$ cat config.mk
export PLATFORM = sky130hd
export DESIGN_NAME = branch_target_buffer
export DESIGN_NICKNAME = d
export VERILOG_FILES = /design/src/rtl/branch_target_buffer_pkg.sv /design/src/rtl/branch_target_buffer_sat_counter.sv /design/src/rtl/branch_target_buffer.sv
export SDC_FILE = /design/constraint.sdc
export NUM_CORES = 1
export LEC_CHECK = 0
export CAP_MARGIN = 20
export CORE_AREA = 2 2 176 351
export CTS_CLUSTER_SIZE = 30
export DETAILED_ROUTE_END_ITERATION = 8
export DIE_AREA = 0 0 178 353
export HOLD_SLACK_MARGIN = 0.02
export PLACE_DENSITY = 0.78
export SLEW_MARGIN = 25
export SYNTH_ARGS = -nofsm -noshare
export SYNTH_HDL_FRONTEND = slang
export SYNTH_HIERARCHICAL = 1
export SYNTH_SLANG_ARGS = --single-unit
$ cat constraint.sdc
create_clock -name clk -period 36.8 [get_ports clk]
set_input_delay 7.36 -clock clk [delete_from_list [all_inputs] [get_ports clk]]
set_output_delay 7.36 -clock clk [all_outputs]
set_load 0.05 [all_outputs]
$ cat src/rtl/branch_target_buffer_pkg.sv
// Shared types and helpers for the branch target buffer.
// Holds the counter-width default, the entry record, and the counter seed functions.
// Entry fields are sized to the largest supported widths; instances zero-extend into them.
package branch_target_buffer_pkg;

    localparam int BTB_CTR_BITS_DEFAULT = 2;
    localparam int BTB_ADDR_W_MAX       = 64;   // widest ADDR_W an instance may use
    localparam int BTB_CTR_W_MAX        = 4;    // widest CTR_BITS an instance may use

    typedef logic [BTB_CTR_W_MAX-1:0] ctr_t;

    typedef struct packed {
        logic                      valid;
        logic [BTB_ADDR_W_MAX-1:0] pc;
        logic [BTB_ADDR_W_MAX-1:0] target;
        ctr_t                      ctr;
    } btb_entry_t;

    // Seed value for a newly allocated taken branch: the lowest value with the MSB set.
    function automatic ctr_t ctr_weak_taken(input int ctr_bits);
        return ctr_t'(1) << (ctr_bits - 1);
    endfunction

    // Seed value for a newly allocated not-taken branch: the highest value with the MSB clear.
    function automatic ctr_t ctr_weak_not_taken(input int ctr_bits);
        return ctr_weak_taken(ctr_bits) - ctr_t'(1);
    endfunction

endpackage

$ cat src/rtl/branch_target_buffer_sat_counter.sv
// Saturating up/down prediction counter (next-value logic only).
// Latency: combinational.  Backpressure: none.
// Ports: ctr (current value), dir (1 = count up), en (0 = hold), ctr_nxt (next value).
module sat_counter
    import branch_target_buffer_pkg::*;
#(
    parameter int CTR_BITS = BTB_CTR_BITS_DEFAULT
) (
    input  logic [CTR_BITS-1:0] ctr,
    input  logic                dir,
    input  logic                en,
    output logic [CTR_BITS-1:0] ctr_nxt
);

    localparam logic [CTR_BITS-1:0] CTR_MAX = '1;

    always_comb begin
        ctr_nxt = ctr;
        if (en) begin
            if (dir) begin
                if (ctr != CTR_MAX) ctr_nxt = ctr + 1'b1;
            end else begin
                if (ctr != '0) ctr_nxt = ctr - 1'b1;
            end
        end
    end

endmodule

$ cat src/rtl/branch_target_buffer.sv
// Direct-mapped branch target buffer with saturating direction counters.
// Latency: lookup combinational; update written at the clock edge, visible next cycle (no bypass).
// Backpressure: none; one lookup and one update accepted every cycle.
// Ports: clk/rst (sync active-high); lookup_valid/lookup_pc -> lookup_hit, pred_taken,
//        pred_target, pred_index; update_valid/update_index/update_pc/update_target/update_taken.
// Optional macro BTB_GHR_EN: XORs an IDX_W-bit global taken history into the lookup index.
// ADDR_W may be at most BTB_ADDR_W_MAX and CTR_BITS at most BTB_CTR_W_MAX.
module branch_target_buffer
    import branch_target_buffer_pkg::*;
#(
    parameter int ENTRIES  = 8,
    parameter int ADDR_W   = 32,
    parameter int CTR_BITS = BTB_CTR_BITS_DEFAULT,
    localparam int IDX_W   = $clog2(ENTRIES)
) (
    input  logic              clk,
    input  logic              rst,
    input  logic              lookup_valid,
    input  logic [ADDR_W-1:0] lookup_pc,
    output logic              lookup_hit,
    output logic              pred_taken,
    output logic [ADDR_W-1:0] pred_target,
    output logic [IDX_W-1:0]  pred_index,
    input  logic              update_valid,
    input  logic [IDX_W-1:0]  update_index,
    input  logic [ADDR_W-1:0] update_pc,
    input  logic [ADDR_W-1:0] update_target,
    input  logic              update_taken
);

    btb_entry_t tbl_q [ENTRIES];
    btb_entry_t entry_d;
    btb_entry_t upd_entry;
    logic [IDX_W-1:0] lookup_idx;
    logic upd_hit;
    logic [CTR_BITS-1:0] ctr_nxt;

    // ---------------- lookup index ----------------
`ifdef BTB_GHR_EN
    logic [IDX_W-1:0] ghr_q;
    logic [IDX_W-1:0] ghr_d;

    assign lookup_idx = lookup_pc[IDX_W+1:2] ^ ghr_q;
    // Shift written as a shift-and-or so a 1-bit history still elaborates cleanly.
    assign ghr_d      = (ghr_q << 1) | IDX_W'(update_taken);

    always_ff @(posedge clk) begin
        if (rst) begin
            ghr_q <= '0;
        end else if (update_valid) begin
            ghr_q <= ghr_d;
        end
    end
`else
    assign lookup_idx = lookup_pc[IDX_W+1:2];
`endif

    // ---------------- lookup (combinational, reads pre-update state) ----------------
    // rst gates the hit so outputs are quiet even before the first reset edge has cleared valids.
    assign lookup_hit  = lookup_valid && !rst && tbl_q[lookup_idx].valid
                         && (tbl_q[lookup_idx].pc == BTB_ADDR_W_MAX'(lookup_pc));
    assign pred_taken  = lookup_hit && tbl_q[lookup_idx].ctr[CTR_BITS-1];
    assign pred_target = lookup_hit ? tbl_q[lookup_idx].target[ADDR_W-1:0] : '0;
    assign pred_index  = lookup_idx;

    // ---------------- update ----------------
    assign upd_entry = tbl_q[update_index];
    assign upd_hit   = upd_entry.valid && (upd_entry.pc == BTB_ADDR_W_MAX'(update_pc));

    sat_counter #(
        .CTR_BITS (CTR_BITS)
    ) u_ctr (
        .ctr     (upd_entry.ctr[CTR_BITS-1:0]),
        .dir     (update_taken),
        .en      (upd_hit),
        .ctr_nxt (ctr_nxt)
    );

    always_comb begin
        entry_d = upd_entry;
        if (upd_hit) begin
            entry_d.ctr = BTB_CTR_W_MAX'(ctr_nxt);
            // A not-taken outcome carries no useful target, so keep the learned one.
            if (update_taken) entry_d.target = BTB_ADDR_W_MAX'(update_target);
        end else begin
            entry_d.valid  = 1'b1;
            entry_d.pc     = BTB_ADDR_W_MAX'(update_pc);
            entry_d.target = BTB_ADDR_W_MAX'(update_target);
            entry_d.ctr    = update_taken ? ctr_weak_taken(CTR_BITS)
                                          : ctr_weak_not_taken(CTR_BITS);
        end
    end

    // Reset wins over a coincident update; PCs and targets are left as-is since valid gates them.
    always_ff @(posedge clk) begin
        if (rst) begin
            for (int i = 0; i < ENTRIES; i++) begin
                tbl_q[i].valid <= 1'b0;
                tbl_q[i].ctr   <= '0;
            end
        end else if (update_valid) begin
            tbl_q[update_index] <= entry_d;
        end
    end

endmodule
======== Yosys cells after proc, flatten, opt, wreduce, memory -nomap -nowiden ========
Memories as Yosys holds them, arrays and structs flattened.
Cells that the tools add are included.
word-level totals
  memory bits (writable) .................. 1064
  output and inout port bits .............. 37
  memories ................................ 1
  bits in latches ......................... 0
  ROM bits ................................ 0
  flip-flop bits (word level) ............. 0
  word-level logic and storage cells ...... 30
memories
  memory  words  bits a word  read ports  clocked after memory_dff  wr ports  line                        RTL
  tbl_q   8      133          2           0                         8         branch_target_buffer.sv:31  btb_entry_t tbl_q [ENTRIES];
operators by class
  eq/ne operators ......................... 3
  add/subtract/negate cells ............... 2
  muxes and demuxes ....................... 16
  shift operators ......................... 0
  reduce and logical (&&, ||, !) cells .... 8
  divide/modulo/power cells ............... 0
  multipliers ............................. 0
  bitwise gates (word level) .............. 0
  magnitude comparators ................... 0
operator list
  operator               count
  $mux W133              1
  $reduce_or A133 Y1     1
  $eq A64 B32 Y1         2
  $mux W68               1
  $mux W65               1
  $mux W64               1
  $mux W32               1
  $mux W2                5
  $logic_and A1 B1 Y1    5
  $mux W1                5
  $mux W3                1
  $add A2 B1 Y2 const B  1
  $ne A2 B2 Y1 const B   1
  $reduce_bool A2 Y1     1
  $sub A2 B1 Y2 const B  1
  $logic_not A1 Y1       1

======== Longest topological paths before layout ========
Gate-level depths: netlist of run 1.
An unclocked memory read counts as a cell.
  word-level depth ........................ 6
  mapped depth ............................ 19
  mapped depth without buffers ............ 12

======== Hierarchy ========
The synthesis of run 1 kept the hierarchy.
modules (own cells, without submodules)
  module                area an instance (um2)  times used  cells an instance
  branch_target_buffer  35766.8                 1           2139
  sat_counter           62.6                    1           9

======== Least setup slack after synthesis of run 1 ========
No wires, ideal clock.
  path kind ............................... input to output
  start point ............................. input lookup_pc[2]
  end point ............................... output pred_target[10]
  buffers on the path ..................... 4
  data arrival time ....................... 10.712 ns
  stages .................................. 12
  path slack .............................. 18.728 ns
  cell sequence ........................... buf_2 buf_1 mux4_2 mux2i_1 xor2_1 nand4_1 nor4_1 nand3_1 a2111o_1 clkbuf_1 clkbuf_1 nor2_1
between the ends
  word-level cells in the longest chain between the ends .. 4
ends and longest elaborated chain
  item                                                   line                                                    RTL
  start, declared                                        branch_target_buffer.sv:19                              input logic [ADDR_W-1:0] lookup_pc,
  $mem_v2 Z8 W133                                        -
  $eq A64 B32 Y1 or $logic_and A1 B1 Y1 (tied branches)  branch_target_buffer.sv:61, branch_target_buffer.sv:60
  $logic_and A1 B1 Y1                                    branch_target_buffer.sv:61                              && (tbl_q[lookup_idx].pc == BTB_ADDR_W_MAX'(lookup_pc));
  $mux W32 (*)                                           branch_target_buffer.sv:63                              assign pred_target = lookup_hit ? tbl_q[lookup_idx].target[ADDR_W-1:0] : '0;
  end, declared                                          branch_target_buffer.sv:22                              output logic [ADDR_W-1:0] pred_target,
Every way passes the cells marked *; elsewhere a longest branch is shown, timed or not.

======== Worst setup path in the final report of run 1 ========
  start point ............................. input lookup_pc[2]
  end point ............................... output pred_target[0]
Same word-level chain as after synthesis.

==> results.json, run 1 <==
{
  "synth-seq-area-share_pct": 66.4,
  "vias": 21900,
  "drive_gt1_share_pct": 16.7,
  "finClkSkew_ns": 0.0312,
  "grt_first_pass_wirelength_mm": 136,
  "synth.cells.most_frequent": "792 x edfxtp_1, 162 x mux4_2, 157 x mux2i_1",
  "cts_setup_buffers": 0,
  "hold_end": "tbl_q[0][25]",
  "area_growth_pct": 14.2,
  "grt_max_degree": 74,
  "rr_startpoint": "tbl_q[4][100]",
  "cp_max_fo": 58,
  "crit_start": "lookup_pc[2]",
  "viasPerCell": 6.59,
  "hold_class": "reg -> reg",
  "totalWireLength_mm": 92.7,
  "hold_path_depth": 3,
  "rsz0062_at_grt": "no",
  "drv_cap": 0,
  "cp-end-kind": "output pin",
  "overflow": 0,
  "clk_latency_ns": 0.64,
  "synth_top_area_cell": "edfxtp_1",
  "yosys_most_used_dff": "edfxtp_1",
  "synth-seq-cells": 792,
  "crit_type": "in -> out",
  "power_density_nw_per_um2": 45.7,
  "avgSynthCellArea_um2": 16.7,
  "syn-cell-area_um2": 35800,
  "std_cell_rows": 128,
  "finalHoldViolCount": 0,
  "top_register": "tbl_q",
  "worstPathCellList": "buf_8, buf_4, buf_4, mux4_2, xor2_1, nor3_1, nand2_1, o21ai_0, nand4_1, a2111o_1, buf_4, nor2_1, clkdlybuf4s50_1",
  "port_buffers": 140,
  "ys_warn_count": 6,
  "clkSinkCount": 792,
  "drtIter0Drc": 2583,
  "core_area_um2": 60400,
  "min_period_over_period_pct": 54.4,
  "synth_top_area_share_pct": 66.4,
  "dp_worst_setup_slack_ns": 16.76,
  "rr_worst_depth": 10,
  "cpPeakStageDelay_ns": 0.85,
  "slew_headroom_pct": 25.5,
  "fill_cells": 3916,
  "root_buffer": "clkbuf_16",
  "grt_pass1_vias": 22100,
  "hold_buffers": 0,
  "hpwl_mm": 56.8,
  "crit_slowest_cell": "buf_4",
  "start_util_pct": 59.3,
  "vdd_drop_max_mv": 0.0446,
  "grtUsageTotal_pct": 29.7,
  "synth_most_common_cell": "edfxtp_1",
  "status": "finished, final reports clean",
  "crit_top_cell": "buf_4",
  "cts.reportedPaths.clkPinSlew_ns": 0.07,
  "worstSetupStartpointType": "primary input",
  "dr.pass1.iters": 6,
  "finalSetupViolations": 0,
  "cp_data_required_time_ns": 29.44,
  "fp.dieW_um": 178,
  "worstHoldStart": "tbl_q[7][25]",
  "critPathArrivalTime_ns": 12.66,
  "tightest_slew_ns": 1.11,
  "ant_nets": 0,
  "htreeDepth": 3,
  "layout.cells.non_filler": 3320,
  "gp_congestion": 0.908,
  "fp.dieArea_um2": 62800,
  "reg_top3": "tbl_q x792",
  "netlist_instances": 2148,
  "nNetsFinal": 2593,
  "fmax_ghz": 0.0499,
  "p_leak_nw": 13.7,
  "cp_top_family": "buffers and inverters",
  "cts_inserted_buffers": 68,
  "synth_edf_count": 792,
  "dpl.cell_count": 3198,
  "die_h_um": 353,
  "antenna_found_initial": 6,
  "r2r-end": "tbl_q[7][1]",
  "cts_tree": "done",
  "synth.distinct_cells": 84,
  "async_flop_share_pct": 0,
  "clockBufferDepth": 3,
  "yosys-top-cells-area": "edfxtp_1 66%, mux4_2 10%, mux2i_1 4.4%, a22oi_1 1.6%, mux2_2 1.4%",
  "r2r_slack_ns": 32.15,
  "drc": 0,
  "setup_slack_ns": 16.78,
  "ios": 141,
  "largest_reg_flops": 792,
  "wl_per_cell_um": 27.9,
  "slew_violations": 0,
  "cts_resized": 0,
  "crit_buf_inv": 5,
  "fin_crit_ns": 20.02,
  "tns_ns": 0
}
==> metal layers <==
layer  track usage (%)  part of all wire (%)  vias to the layer above
met5                 0                 0.056                        -
met4              14.5                   5.2                        8
met3              5.09                   9.8                      253
met2              48.0                    49                     1388
met1              39.0                    36                    11000
li1                  -                     -                     9237
==> where the power goes <==
group / internal [mW] / total [mW] / leakage, nW / switching (mW)
logic: 0.0634 / 0.155 / 5.48 / 0.0917
clock network: 0.371 / 0.693 / 1.03 / 0.322
registers: 1.01 / 1.02 / 7.17 / 0.00973
==> metrics by stage <==
stage,hold WS [ns],total power [mW],instance area (um^2),utilization (%)
finish,0.777,1.87,40900,67.8
global route,0.819,1.92,40900,67.8
CTS,0.778,1.87,40900,67.7
detailed placement,0.764,1.19,38800,64.2
global placement,0.723,1.19,38800,64.2
floorplan,0.686,1.14,36800,-
==> cell type report <==
cell class                 instances  area [um^2]  area share (%)
clock inverter                    42          373           0.911
antenna                            3         7.51          0.0183
timing repair buffer             187         1780            4.35
multi-input combinational       1433        12200            29.9
inverter                           7         26.3          0.0642
clock buffer                      76         1730            4.23
tap                              780          976            2.38
sequential                       792        23800            58.1
==> cells by family (layout without fill, tap and decap cells) <==
group,Yosys count,after routing,share of synthesized area [%]
xor+xnor,59,59,1.44
other cells,1,259,0.0105
mux,395,395,17.3
compound gates,281,281,5.78
simple gates,442,442,6.77
flops,792,792,66.4
buf+inv,178,312,2.34
==> worst register-to-register path: stages (launching register included) <==
cell      delay [ns]
edfxtp_1        0.37
nor4_1          0.74
a211oi_1        0.16
o21ai_0         0.68
nor4b_1         0.36
nand4_1         0.16
nor3_1          0.92
a21oi_1         0.20
o22ai_1         0.62
nand2_1         0.11
mux2i_1         0.16
==> worst max-delay path by stage <==
stage               slack, ns  cells after the start              end
detailed placement      16.76                     13  pred_target[20]
finish                  16.78                     13   pred_target[0]
global route            16.45                     13   pred_target[0]
CTS                     16.72                     13   pred_target[0]
global placement        16.83                     13   pred_target[0]
floorplan               18.73                     12  pred_target[10]
==> layout by cell type (no fill, tap or decap), types with 14 or more instances in the layout <==
cell / Yosys / routed
a22oi_1: 77 / 77
a221oi_1: 39 / 39
mux2_2: 46 / 46
xnor2_1: 40 / 40
or3_1: 14 / 14
nor3_1: 50 / 46
nand2_1: 65 / 65
clkbuf_16: 0 / 68
clkdlybuf4s50_1: 0 / 134
o21ai_0: 28 / 28
a21oi_1: 34 / 34
mux4_2: 162 / 162
nand3_1: 26 / 26
mux2_4: 30 / 30
xor2_1: 19 / 19
a211oi_1: 14 / 14
mux2i_1: 157 / 157
conb_1: 1 / 256
edfxtp_1: 792 / 792
a22o_1: 14 / 14
clkinv_1: 1 / 15
nor4_1: 59 / 59
nor2_1: 105 / 99
nand4_1: 31 / 31
buf_4: 12 / 48
(Power assumes the default switching activity.)
==> run 2: changes to the inputs <==
--- a/config.mk
+++ b/config.mk
@@ -6,12 +6,12 @@
 export NUM_CORES = 1
 export LEC_CHECK = 0
 export CAP_MARGIN = 20
-export CORE_AREA = 2 2 176 351
+export CORE_AREA = 2 2 184 366
 export CTS_CLUSTER_SIZE = 30
 export DETAILED_ROUTE_END_ITERATION = 8
-export DIE_AREA = 0 0 178 353
+export DIE_AREA = 0 0 186 368
 export HOLD_SLACK_MARGIN = 0.02
-export PLACE_DENSITY = 0.78
+export PLACE_DENSITY = 0.75
 export SLEW_MARGIN = 25
 export SYNTH_ARGS = -nofsm -noshare
 export SYNTH_HDL_FRONTEND = slang
==> constraint.sdc (replaced) <==
create_clock -name clk -period 18.26 [get_ports clk]
set_input_delay 3.652 -clock clk [delete_from_list [all_inputs] [get_ports clk]]
set_output_delay 3.652 -clock clk [all_outputs]
set_load 0.05 [all_outputs]
==> results.json, run 2 (same netlist as run 1, synthesis figures left out) <==
{
  "slew_violations": 0,
  "dpl.cell_count": 3298,
  "totalWireLength_mm": 98.9,
  "gp_congestion": 0.944,
  "std_cell_rows": 133,
  "ios": 141,
  "viasPerCell": 6.45,
  "cts_resized": 0,
  "drv_cap": 0,
  "tightest_slew_ns": 1.08,
  "wl_met2_mm": 50.5,
  "finalSetupViolations": 0,
  "p_leak_nw": 13.7,
  "area_growth_pct": 14.9,
  "critPathArrivalTime_ns": 8.50,
  "holdWs_ns": 0.770,
  "overflow": 0,
  "drtIter0Drc": 2562,
  "clockBufferDepth": 3,
  "finClkSkew_ns": 0.0301,
  "fin_crit_ns": 12.15,
  "setup_slack_ns": 6.11,
  "grt_pass1_vias": 22400,
  "crit_type": "in -> out",
  "layout.cells.non_filler": 3422,
  "worstSetupStartpointType": "primary input",
  "hold_buffers": 0,
  "top_register": "tbl_q",
  "multi_input_area_um2": 12200,
  "final_area_um2": 41200,
  "core_area_um2": 65700,
  "clkSinkCount": 792,
  "final_util_pct": 62.6,
  "tns_ns": 0,
  "grt_max_degree": 88,
  "hpwl_mm": 63.9,
  "layout_commonest_cell": "edfxtp_1",
  "fmax_ghz": 0.0823,
  "clk_latency_ns": 0.62,
  "cp_max_fo": 55,
  "dr.pass1.iters": 6,
  "dpl-instance-area_um2": 38900,
  "drive_gt1_share_pct": 16.9,
  "grtUsageTotal_pct": 29.1,
  "drt-met1-wl_mm": 33.1,
  "fin_total_pwr_mw": 3.84,
  "met3_length_mm": 7.62,
  "largest_reg_flops": 792,
  "cts_setup_buffers": 0,
  "hold_class": "reg -> reg",
  "final_cell_mix": "792 x edfxtp_1, 256 x conb_1, 162 x mux4_2, 157 x mux2i_1, 134 x clkdlybuf4s50_1",
  "highest_layer": "met5",
  "start_util_pct": 54.5,
  "fp.dieW_um": 186,
  "power_density_nw_per_um2": 93.4,
  "nNetsFinal": 2594,
  "cp_data_required_time_ns": 14.61,
  "port_buffers": 140,
  "antenna_found_initial": 8,
  "ant_nets": 0,
  "finalHoldViolCount": 0,
  "dp_worst_setup_slack_ns": 6.00,
  "cts_tree": "done",
  "regArea_um2": 23800,
  "reg_top3": "tbl_q x792",
  "fill_cells": 4641,
  "rsz0062_at_grt": "no",
  "slew_headroom_pct": 27.7,
  "fp.dieArea_um2": 68400,
  "min_period_over_period_pct": 66.6,
  "cts_inserted_buffers": 67,
  "die_h_um": 368,
  "cp-end-kind": "output pin",
  "status": "finished, final reports clean",
  "cts.reportedPaths.clkPinSlew_ns": 0.07,
  "drc": 0,
  "grt_first_pass_wirelength_mm": 144,
  "root_buffer": "clkbuf_16",
  "htreeDepth": 3,
  "vias": 22100,
  "vdd_drop_max_mv": 0.0575,
  "wl_per_cell_um": 28.9
}
[run 2: changes by cell type in the layout (fill, tap and decap cells not counted), sizes merged]
| cell | delta |
|---|---|
| inv | -2 |
| diode | +2 |
| buf | +2 |
| bufinv | +3 |
| clkinv | -8 |
| clkbuf | +8 |
[run 2: path summary, 6_finish.rpt]
check / from / end / slack [ns] / depth (start not counted)
max: lookup_pc[2] / pred_target[8] / 6.11 / 11
min reg2reg: tbl_q[7][25] / tbl_q[4][25] / 0.77 / 3
max reg2reg: tbl_q[4][100] / tbl_q[1][5] / 13.63 / 7
min: tbl_q[7][25] / tbl_q[4][25] / 0.77 / 3
[run 2: worst max-delay path, cell delays in order]
cell and delay (ns):
buf_8 0.48, buf_4 0.86, mux4_2 0.60, mux2i_1 0.19, xnor2_1 0.11, nor4_1 0.47, nand4_1 0.28, a2111o_1 0.48
buf_4 0.29, nor2_1 0.22, clkdlybuf4s50_1 0.83
[run 2: metal layers]
metal	vias to the layer above	global-route usage, %
met2	1257	49.4
met1	11200	34.1
met3	314	4.13
met4	6	19.7
met5	-	0
li1	9249	-
[run 2: where the power goes]
group | internal [mW] | switching (mW)
Combinational | 0.128 | 0.192
Clock | 0.827 | 0.636
Sequential | 2.04 | 0.0196
Total | 3.00 | 0.848
[run 2: layout make-up]
cell class	instances	area share, %
multi-input combinational	1433	29.7
clock inverter	35	0.863
timing repair buffer	189	4.35
sequential	792	57.8
antenna	5	0.0304
clock buffer	84	4.54
inverter	7	0.0638
tap	877	2.66
